===== src/rtl/rx_deframer.sv =====
// rx_deframer: HDLC-style bit deframer with zero-unstuffing,
// byte assembly, abort/length policing and CRC-16/X.25 check.
module rx_deframer #(
   parameter int MAX_LEN   = 1020,
   parameter bit CHECK_FCS = 1'b1
) (
   input  logic       clk,
   input  logic       rst,
   input  logic       bit_i,
   input  logic       bit_valid_i,
   output logic [7:0] byte_o,
   output logic       valid_o,
   output logic       begin_o,
   output logic       end_o,
   output logic       abort_o,
   output logic       crc_ok_o,
   output logic       in_frame_o
);

   localparam int          CW      = $clog2(MAX_LEN + 1);
   localparam logic [15:0] POLY    = 16'h8408;
   localparam logic [15:0] RESIDUE = 16'hF0B8;

   typedef enum logic [1:0] {
      S_HUNT,
      S_SYNC,
      S_FRAME
   } state_t;

   state_t        state_q;
   logic [2:0]    ones_q;
   logic [2:0]    ones_d;
   logic [2:0]    bit_cnt_q;
   logic [CW-1:0] byte_cnt_q;
   logic [7:0]    shreg_q;
   logic [7:0]    shreg_d;
   logic [15:0]   crc_q;
   logic [15:0]   crc_d;
   logic [15:0]   crc_byte_q;
   logic [7:0]    byte_q;
   logic          valid_q;
   logic          begin_q;
   logic          end_q;
   logic          abort_q;
   logic          crc_ok_q;
   logic          ev_data;
   logic          ev_flag;
   logic          ev_abort;
   logic          byte_done;
   logic          at_max;

   // Classify the raw bit against the run of preceding ones
   always_comb begin
      ev_data  = 1'b0;
      ev_flag  = 1'b0;
      ev_abort = 1'b0;
      ones_d   = 3'd0;
      if (bit_i) begin
         ones_d   = (ones_q == 3'd7) ? 3'd7 : ones_q + 3'd1;
         ev_data  = (ones_q < 3'd6);
         ev_abort = (ones_q == 3'd6);
      end else begin
         ev_data = (ones_q < 3'd5);
         ev_flag = (ones_q == 3'd6);
      end
   end

   // Next shift register / CRC values for a data bit
   always_comb begin
      shreg_d   = {bit_i, shreg_q[7:1]};
      crc_d     = {1'b0, crc_q[15:1]}
                ^ ((crc_q[0] ^ bit_i) ? POLY : 16'h0000);
      byte_done = ev_data && (bit_cnt_q == 3'd7);
      at_max    = (int'(byte_cnt_q) >= MAX_LEN);
   end

   // Deframing FSM with all state and registered output pulses
   always_ff @(posedge clk or negedge rst) begin
      if (!rst) begin
         state_q    <= S_HUNT;
         ones_q     <= 3'd0;
         bit_cnt_q  <= 3'd0;
         byte_cnt_q <= '0;
         shreg_q    <= 8'h00;
         crc_q      <= 16'hFFFF;
         crc_byte_q <= 16'hFFFF;
         byte_q     <= 8'h00;
         valid_q    <= 1'b0;
         begin_q    <= 1'b0;
         end_q      <= 1'b0;
         abort_q    <= 1'b0;
         crc_ok_q   <= 1'b0;
      end else begin
         valid_q <= 1'b0;
         begin_q <= 1'b0;
         end_q   <= 1'b0;
         abort_q <= 1'b0;
         if (bit_valid_i) begin
            ones_q <= ones_d;
            if (ev_flag) begin
               crc_q     <= 16'hFFFF;
               bit_cnt_q <= 3'd0;
               state_q   <= S_SYNC;
               if (state_q == S_FRAME) begin
                  // flag's 0 and six 1s went in as data
                  if (bit_cnt_q == 3'd7) begin
                     end_q    <= 1'b1;
                     crc_ok_q <= (crc_byte_q == RESIDUE);
                  end else begin
                     abort_q <= 1'b1;
                  end
               end
            end else if (ev_abort) begin
               if (state_q == S_FRAME) begin
                  abort_q <= 1'b1;
               end
               state_q <= S_HUNT;
            end else if (ev_data && state_q != S_HUNT) begin
               shreg_q   <= shreg_d;
               crc_q     <= crc_d;
               bit_cnt_q <= bit_cnt_q + 3'd1;
               if (byte_done) begin
                  // checkpoint before flag bits pollute the CRC
                  crc_byte_q <= crc_d;
                  if (state_q == S_SYNC) begin
                     valid_q    <= 1'b1;
                     begin_q    <= 1'b1;
                     byte_q     <= shreg_d;
                     byte_cnt_q <= CW'(1);
                     state_q    <= S_FRAME;
                  end else if (at_max) begin
                     abort_q <= 1'b1;
                     state_q <= S_HUNT;
                  end else begin
                     valid_q    <= 1'b1;
                     byte_q     <= shreg_d;
                     byte_cnt_q <= byte_cnt_q + CW'(1);
                  end
               end
            end
         end
      end
   end

   assign byte_o     = byte_q;
   assign valid_o    = valid_q;
   assign begin_o    = begin_q;
   assign end_o      = end_q;
   assign abort_o    = abort_q;
   assign crc_ok_o   = CHECK_FCS ? crc_ok_q : 1'b1;
   assign in_frame_o = (state_q == S_FRAME);

endmodule

===== config.mk =====
export PLATFORM = sky130hd
export DESIGN_NAME = rx_deframer
export DESIGN_NICKNAME = d
export VERILOG_FILES = /design/src/rtl/rx_deframer.sv
export SDC_FILE = /design/constraint.sdc
export NUM_CORES = 1
export LEC_CHECK = 0
export ABC_AREA = 1
export CAP_MARGIN = 20
export CORE_ASPECT_RATIO = 0.9
export CORE_MARGIN = 3
export CORE_UTILIZATION = 50
export CTS_CLUSTER_SIZE = 20
export DETAILED_ROUTE_END_ITERATION = 8
export PLACE_DENSITY = 0.69
export SETUP_SLACK_MARGIN = 0.15
export SLEW_MARGIN = 30
export SYNTH_ARGS = -nofsm -noshare
export SYNTH_HDL_FRONTEND = slang
export SYNTH_SLANG_ARGS = --single-unit

===== constraint.sdc =====
create_clock -name clk -period 1.5 [get_ports clk]
set_input_delay 0.3 -clock clk [delete_from_list [all_inputs] [get_ports clk]]
set_output_delay 0.3 -clock clk [all_outputs]
set_load 0.02 [all_outputs]

==> results.cfg, run 1 <==
[outcome]
status = complete, but fails checks
violations = setup timing

[logic_synthesis]
synth_warnings = 0
synth_seq_cells = 70
synthFlopType = dfrtp_1
avgSynthCellArea_um2 = 9.048
yosysTopAreaCellShare = 0.2895
synth-edff-count = 0
synth_common_cells = nand2_1, dfrtp_1, inv_1, dfstp_2, nor2_1
yosys.area.top_type = dfrtp_1
syn_nets = 373
synth_area_leaders = dfrtp_1, dfstp_2, nand2_1
async_flop_share = 1.000
seq_area_frac_synth = 0.5455
synth_most_common_cell = nand2_1
synth.distinct_cells = 33
synth_cells = 363
netlist_area_um2 = 3284

[final_layout]
multiInputGateArea_um2 = 1783
drive_above_1_share = 0.5022
regArea_um2 = 1795
fin_nets = 453
fin_util = 0.7768
antenna_cells = 0
design_area_um2 = 4855
area_delta_synth_final_pct = 47.81
n_fill_cell = 347

[power_and_ir_drop]
p_per_area_nw_per_um2 = 1164
power.leakage_nw = 2.299
ir_drop_mv = 0.7069

[clock_tree]
cts_num_sinks = 70
clock_tree.root_cell = clkbuf_8
htree_num_levels = 3
cts_made_buffers = 9
cts_tree = done
clockBufferDepth = 2
clkSlewWorstSetupHoldPaths_ns = 0.08
insertion_delay_ns = 0.35

[placed_design]
hpwl_um = 4497
dpl_worst_slack_ns = -0.2398
placed_cell_area_um2 = 3797
port_buffers = 17
gp_congestion = 0.8047

[global_route]
antenna_found_initial = 0
grt_pass1_wl_um = 13030
grt_pass1_vias = 2718
overflow = 0
grt_max_degree = 71
grt_usage = 0.2178

[timing]
final-setup-viol-count = 48
worst_slew_pin_slew_ns = 0.3619
fin_crit_ns = 1.651
max_freq_mhz = 605.6
final_max_slew_viol_count = 0
finalHoldViolations = 0
rsz0062_at_grt = yes
fin_crit_sh = 1.101
clock_skew_ns = 0.007733
max_slew_margin = 0.7587
worst_slack_ns = -0.1512

[floorplan]
core_um2 = 6250
io_pins = 18
num_rows = 27
dieArea_um2 = 7579
initial_utilization = 0.5255
die_h_um = 82.89
die_x_um = 91.43

[drt]
firstDrtPassIters = 4
wl_per_cell_um = 17.54
vias_per_cell = 5.376
via_count = 2876
drtIter0Drc = 255
drc = 0
route.antenna.remaining_nets = 0
drt-total-wl_um = 9383

[setup_path]
endpoint_kind = flop
crit_arrival_ns = 1.93
critical_path_class = reg -> reg
cp_max_fo = 6
cp.required_ns = 1.78
start_kind = flop

[worst_hold_path]
hold_class = reg -> reg

[run]
drv_cap = 0
sequential cells by signal, indices dropped and copies added, names as in the netlist:
name and flops:
end_o 1, begin_o 1, byte_cnt_q 10, crc_byte_q 16, shreg_q 7, valid_o 1, state_q 2, abort_o 1
ones_q 3, crc_q 16, bit_cnt_q 3, byte_o 8, crc_ok_o 1
cells in the final DEF, fill, tap and decap left out, types with 2 or more instances in the layout:
cell	instances
nand2_1	77
buf_4	36
dfrtp_1	35
dfstp_2	32
inv_1	29
nand2_4	23
nand3_1	18
o21ai_2	17
nor2_4	16
o21ai_1	15
a21oi_2	14
nand2_2	14
nor2_1	12
clkbuf_8	10
buf_6	9
clkbuf_2	7
buf_12	7
xor2_1	6
clkdlybuf4s15_1	6
inv_2	5
nand2_8	5
nand4_1	5
ha_1	4
clkbuf_16	4
a21oi_1	3
dfrtp_2	3
buf_16	3
nor2_2	2
clkinv_4	2
nand3_4	2
a21boi_0	2
o22ai_1	2
o21bai_1	2
nand3_2	2
clkinvlp_4	2
clkdlybuf4s50_1	2
routing by layer:
metal / up-vias / global-route usage / share of wire / wire length (um)
met5: - / 0 / 0 / 0
met4: 0 / 0.07945 / 0.015 / 145
met3: 14 / 0.06522 / 0.057 / 532
met2: 105 / 0.3504 / 0.52 / 4886
met1: 1432 / 0.2779 / 0.41 / 3819
li1: 1325 / - / - / -
final timing paths:
check	from	to	slack (ns)	cells after the start
max in group asynchronous	rst	crc_q[4]$_DFFE_PN1P_	0.67	3
setup reg to reg	state_q[0]$_DFFE_PN0P_	crc_byte_q[15]$_DFFE_PN1P_	-0.15	10
min in group asynchronous	rst	byte_cnt_q[8]$_DFFE_PN0P_	0.50	3
hold / removal	crc_byte_q[4]$_DFFE_PN1P_	crc_byte_q[4]$_DFFE_PN1P_	0.47	2
setup / recovery	state_q[0]$_DFFE_PN0P_	crc_byte_q[15]$_DFFE_PN1P_	-0.15	10
hold reg to reg	crc_byte_q[4]$_DFFE_PN1P_	crc_byte_q[4]$_DFFE_PN1P_	0.47	2
what timing repair did:
action | 4_1_cts | 5_1_grt
hold endpoints to repair | 38 | 0
setup endpoints to repair | 78 | 79
gates resized for setup | 107 | 85
pin swaps | 21 | 15
gates cloned | 6 | 3
hold buffers | 1 | 0
setup buffers | 12 | 6
area by class of cell:
| type | count | share of cell area |
|---|---|---|
| repair buffers | 75 | 0.1647 |
| clock inverters | 4 | 0.005928 |
| multi-input cells | 249 | 0.3673 |
| well taps | 87 | 0.02242 |
| clock buffers | 12 | 0.03428 |
| inverters | 38 | 0.03557 |
| flip-flops and latches | 70 | 0.3698 |
critical path, cell delays in order, from the launching register on:
cell       delay [ns]
dfrtp_1          0.44
buf_6            0.13
inv_2            0.04
nand2_4          0.08
nand2_4          0.07
nor2_8           0.14
nand3_4          0.19
buf_6            0.20
clkbuf_16        0.15
nand2_1          0.06
o21ai_1          0.07
metrics by stage:
stage / instances / power, mW / TNS, ns / hold slack (ns)
floorplan: 363 / 3.115 / 0 / 0.004409
global placement: 491 / 3.449 / -8.726 / 0.3497
detailed placement: 491 / 3.496 / -10.28 / 0.3533
CTS: 526 / 5.287 / -0.8902 / 0.4728
global route: 535 / 5.905 / -6.072 / 0.4815
finish: 535 / 5.650 / -3.423 / 0.4725
where the power goes:
| part | internal [mW] | leakage [nW] | total [mW] | switching (mW) |
|---|---|---|---|---|
| combinational | 0.650 | 1.36 | 1.54 | 0.887 |
| clock | 0.746 | 0.0937 | 1.49 | 0.743 |
| sequential | 2.31 | 0.844 | 2.62 | 0.318 |
| total | 3.70 | 2.30 | 5.65 | 1.95 |
cell families (layout without fill, tap and decap cells):
family          after synthesis  in the layout  synth area share
simple gates                177            180            0.2465
flops                        70             70            0.5455
compound gates               57             57            0.1040
fa+ha+maj                     6              6           0.02286
buf+inv                      47            129           0.06514
xor+xnor                      6              6           0.01600
No activity file was read; power rests on OpenSTA's default activity.
==> run 2: changes to the inputs <==
Settings changed: DONT_BUFFER_PORTS set to 1, PLACE_DENSITY 0.69 to 0.66, SLEW_MARGIN 30 to 10.
==> run 2 against run 1 <==
The run ends with hold timing left. Setup slack improved by 0.23 ns. Final area shrank 19%. Clock skew is 0.0036 ns lower. Count of clock-buffer cells in the layout decreased by 1. Register-to-register slack improved by 0.23 ns. Core utilization shrank 14 points. Fmax is 16% higher.
==> results.cfg, run 2 (synthesized netlist as in run 1, its figures left out) <==
[outcome]
status = complete, but fails checks
violations = hold timing

[timing]
max_slew_margin = 0.7306
clock_skew_ns = 0.004148
rsz0062_at_grt = yes
worst_slack_ns = 0.07382
max_freq_mhz = 701.2
final-setup-viol-count = 0
final_max_slew_viol_count = 0
finalHoldViolations = 70
hold_ws_ns = -0.3567
fin_crit_ns = 1.426
fin_crit_sh = 0.9508
worst_slew_pin_slew_ns = 0.4011

[floorplan]
num_rows = 27
io_pins = 18
initial_utilization = 0.5255
die_h_um = 82.89
core_um2 = 6250
die_x_um = 91.43
dieArea_um2 = 7579

[clock_tree]
htree_num_levels = 3
clock_tree.root_cell = clkbuf_8
cts_tree = done
insertion_delay_ns = 0.35
cts_made_buffers = 9
cts_num_sinks = 70
clockBufferDepth = 2
clkSlewWorstSetupHoldPaths_ns = 0.07

[power_and_ir_drop]
ir_drop_mv = 0.8403
comb_power_share = 0.195
p_per_area_nw_per_um2 = 1255
clock_power_share = 0.305
p_switching_mw = 1.428
switching_share = 0.2876
p_seq_frac = 0.500
power.leakage_nw = 1.885
p_int_mw = 3.536

[drt]
drtIter0Drc = 197
via_count = 2451
drt-total-wl_um = 6804
vias_per_cell = 5.043
drc = 0
wl_per_cell_um = 14.00
route.antenna.remaining_nets = 0
firstDrtPassIters = 4

[global_route]
overflow = 0
grt_max_degree = 71
grt_pass1_vias = 2416
grt_usage = 0.2004
antenna_found_initial = 0
grt_pass1_wl_um = 11990

[setup_path]
cp_max_fo = 4
r2r-end = crc_q[3]$_DFFE_PN1P_
endpoint = crc_q[3]$_DFFE_PN1P_
startpoint = crc_q[0]$_DFFE_PN1P_
start_kind = flop
crit_arrival_ns = 1.71
critical_path_class = reg -> reg
endpoint_kind = flop
r2r_start = crc_q[0]$_DFFE_PN1P_
cp.required_ns = 1.78
rrSetupSlack_ns = 0.07
reg2regPathDepth = 7

[final_layout]
fin_util = 0.6326
largestRegisters = crc_byte_q: 16 flops, crc_q: 16 flops, byte_cnt_q: 10 flops
antenna_cells = 0
multiInputGateArea_um2 = 1458
n_fill_cell = 520
drive_above_1_share = 0.3208
area_delta_synth_final_pct = 20.38
fin_nets = 404
final_cell_mix = nand2_1, dfrtp_1, dfstp_2
regArea_um2 = 1794
stdcell_count = 486
layout_commonest_cell = nand2_1

[placed_design]
dpl_worst_slack_ns = 0.01550
hpwl_um = 4336
dp.cells = 456
gp_congestion = 0.8493
port_buffers = 0

[worst_hold_path]
hold_class = in -> async

[run]
drv_cap = 0
run 2: routing by layer:
metal,vias up,track usage,share of wire
met4,0,0.06712,0.016
met1,1163,0.2842,0.49
li1,1237,-,-
met2,41,0.2946,0.45
met3,10,0.05797,0.042
met5,-,0,0
run 2: area by class of cell:
class	count	area share
clock buffers	11	0.03829
clock inverters	5	0.01203
inverters	38	0.03797
multi-input cells	249	0.3687
flip-flops and latches	70	0.4538
well taps	87	0.02753
repair buffers	26	0.06171
run 2: worst min path at each step:
stage,from,endpoint,slack (ns)
global placement,rst,byte_cnt_q[8]$_DFFE_PN0P_,0.006
finish,rst,byte_cnt_q[7]$_DFFE_PN0P_,-0.36
detailed placement,rst,byte_cnt_q[7]$_DFFE_PN0P_,0.006
floorplan,rst,abort_o$_DFF_PN0_,0.004
CTS,rst,byte_cnt_q[9]$_DFFE_PN0P_,-0.37
global route,rst,byte_cnt_q[7]$_DFFE_PN0P_,-0.38
run 2: power groups by stage:
stage | combinational, mW | sequential, mW | clock (mW)
6_report | 0.967 | 2.48 | 1.51
5_1_grt | 1.10 | 2.52 | 1.64
4_1_cts | 0.948 | 2.48 | 1.55
3_5_place_dp | 0.846 | 2.51 | 0
3_3_place_gp | 0.821 | 2.51 | 0
2_1_floorplan | 0.643 | 2.47 | 0
run 2: critical path: stages, from the launching register on:
cell	delay [ns]
dfstp_2	0.53
inv_1	0.05
nand2_1	0.09
nand2_1	0.15
xor2_1	0.30
nand2_1	0.10
nand3_1	0.09
nand2_1	0.05
run 2: repair_timing:
| item | CTS | global route |
|---|---|---|
| gates resized for setup | 20 | 19 |
| pin swaps | 16 | 6 |
| gates cloned | 3 | 0 |
| buffers inserted | 7 | 4 |
| setup endpoints to repair | 66 | 67 |
| hold endpoints to repair | 70 | 70 |
run 2: per-stage QoR:
stage | setup TNS [ns] | cell area, um2 | hold WS, ns | power [mW]
floorplan | 0 | 3313 | 0.004409 | 3.115
global placement | 0 | 3497 | 0.006011 | 3.328
detailed placement | 0 | 3497 | 0.006082 | 3.357
CTS | 0 | 3872 | -0.3713 | 4.978
global route | -0.07609 | 3954 | -0.3813 | 5.264
finish | 0 | 3954 | -0.3567 | 4.964
==> run 3: changes to the inputs <==
Clock period 1.5 ns to 1.3 ns, I/O delays scaled along.
==> run 3 against run 2 <==
The run ends with hold timing, setup timing left. Critical path depth rose by 2. Setup slack got worse by 0.21 ns. Via count is 4.1% higher. Core utilization grew 5.1 points. Sequential power is 17% higher. Final area grew 8.1%. Global-route usage shrank 0.21 points. Sequential share of layout area down 3.4 points. Non-clock buffer count grew 26. Highest routed layer unchanged.
==> results.cfg, run 3 (synthesized netlist as in run 1, its figures left out) <==
[power_and_ir_drop]
ir_drop_mv = 0.7894
power.leakage_nw = 2.002
power.total_mw = 5.774
p_per_area_nw_per_um2 = 1351

[final_layout]
fin_nets = 430
largestRegisters = crc_byte_q: 16 flops, crc_q: 16 flops, byte_cnt_q: 10 flops
regArea_um2 = 1793
drive_above_1_share = 0.4282
multiInputGateArea_um2 = 1565
antenna_cells = 0
final_cell_mix = nand2_1, dfrtp_1, buf_4
area_delta_synth_final_pct = 30.17
design_area_um2 = 4275
n_fill_cell = 489
layout_commonest_cell = nand2_1

[setup_path]
crit_top_cell = nand2_4
critical_path_class = reg -> reg
endpoint_kind = flop
start_kind = flop
rrSetupSlack_ns = -0.13
slowest_delay_ns = 0.41
path_buf_inv = 3
r2r_start = ones_q[1]$_DFFE_PN0P_
startpoint = ones_q[1]$_DFFE_PN0P_
cp.depth = 9
crit_arrival_ns = 1.71
reg2regPathDepth = 9
worstPathCellList = ha_4 > nand2_4 > clkinv_4 > nor2_8 > buf_4 > nand2_4 > buf_12 > nor2_2 > a21oi_1
cpMaxStageDelayCell = dfrtp_1
cp_max_fo = 13
cp.required_ns = 1.58
critPathTopFamily = flip-flops
endpoint = crc_q[0]$_DFFE_PN1P_
r2r-end = crc_q[0]$_DFFE_PN1P_

[timing]
max_freq_mhz = 697.2
final_max_slew_viol_count = 0
max_slew_margin = 0.7224
hold_ws_ns = -0.4030
rsz0062_at_grt = yes
final-setup-viol-count = 66
fin_crit_sh = 1.103
finalHoldViolations = 70
worst_slack_ns = -0.1344
worst_slew_pin_slew_ns = 0.4132
finalSetupTns_ns = -5.952
fin_crit_ns = 1.434
clock_skew_ns = 0.006106

[clock_tree]
htree_num_levels = 3
cts_num_sinks = 70
postCtsHoldBufs = 1
clockBufferDepth = 2
clkSlewWorstSetupHoldPaths_ns = 0.08
cts_made_buffers = 9
insertion_delay_ns = 0.35
clock_tree.root_cell = clkbuf_8
cts_tree = done

[outcome]
violations = hold timing, setup timing
status = complete, but fails checks

[floorplan]
initial_utilization = 0.5255
die_x_um = 91.43
num_rows = 27
die_h_um = 82.89
core_um2 = 6250
dieArea_um2 = 7579
io_pins = 18

[placed_design]
hpwl_um = 4517
port_buffers = 0
placed_cell_area_um2 = 3717
gp_congestion = 0.7991

[global_route]
overflow = 0
grt_pass1_vias = 2529
grt_pass1_wl_um = 11940
grt_max_degree = 71
grt_usage = 0.1984
antenna_found_initial = 0

[worst_hold_path]
hold_class = in -> async

[drt]
wl_per_cell_um = 13.68
vias_per_cell = 4.984
drt-total-wl_um = 7002
via_count = 2552
drc = 0
drtIter0Drc = 170
route.antenna.remaining_nets = 0
firstDrtPassIters = 4

[run]
drv_cap = 0
-- run 3: cell count changes in the layout (fill, tap and decap cells not counted), moves of 8 or more --
cell	change
nand2_2	+8
nor2_1	-12
nor2_2	+11
buf_6	+8
buf_4	+16
nand2_1	-10
-- run 3: timing repair --
action | CTS | global route
gates cloned | 2 | 1
pin swaps | 18 | 12
hold endpoints to repair | 72 | 70
resized for setup | 37 | 45
endpoints found under the setup margin | 69 | 70
setup buffers | 2 | 5
-- run 3: cell type report --
cell class	count	share of cell area
clock inverter	6	0.008487
inverter	38	0.03629
clock buffer	10	0.03219
timing repair buffer	52	0.1121
sequential	70	0.4194
multi-input combinational	249	0.3661
tap	87	0.02546
-- run 3: stage by stage --
step                worst slack, ns  hold slack [ns]  instances  utilization
finish                      -0.1344          -0.4030        512       0.6841
detailed placement          -0.1646         -0.03382        485       0.5948
global route                -0.2274          -0.4327        512       0.6841
CTS                         -0.1434          -0.4113        506       0.6553
global placement            -0.1143         -0.03401        485       0.5948
floorplan                  -0.09262         -0.03559        363            -
-- run 3: worst min-delay path by stage --
stage          start                   endpoint  slack, ns  cells past startpoint
2_1_floorplan    rst          abort_o$_DFF_PN0_      -0.04                      0
3_3_place_gp     rst  byte_cnt_q[7]$_DFFE_PN0P_      -0.03                      0
3_5_place_dp     rst  byte_cnt_q[7]$_DFFE_PN0P_      -0.03                      0
4_1_cts          rst  byte_cnt_q[6]$_DFFE_PN0P_      -0.41                      0
5_1_grt          rst       crc_ok_o$_DFFE_PN0P_      -0.43                      0
6_report         rst  byte_cnt_q[6]$_DFFE_PN0P_      -0.40                      0
-- run 3: layer usage --
layer / global-route usage / vias to the layer above / routed length [um]
met5: 0 / - / 0
met4: 0.06438 / 0 / 132
met3: 0.07518 / 12 / 276
met2: 0.2926 / 35 / 3129
met1: 0.2699 / 1215 / 3464
li1: - / 1290 / -
-- run 3: power breakdown --
part	leakage, nW	switching [mW]	internal, mW
sequential	0.848	0.243	2.66
combinational	1.07	0.733	0.581
clock	0.0884	0.827	0.734
total	2.00	1.80	3.97
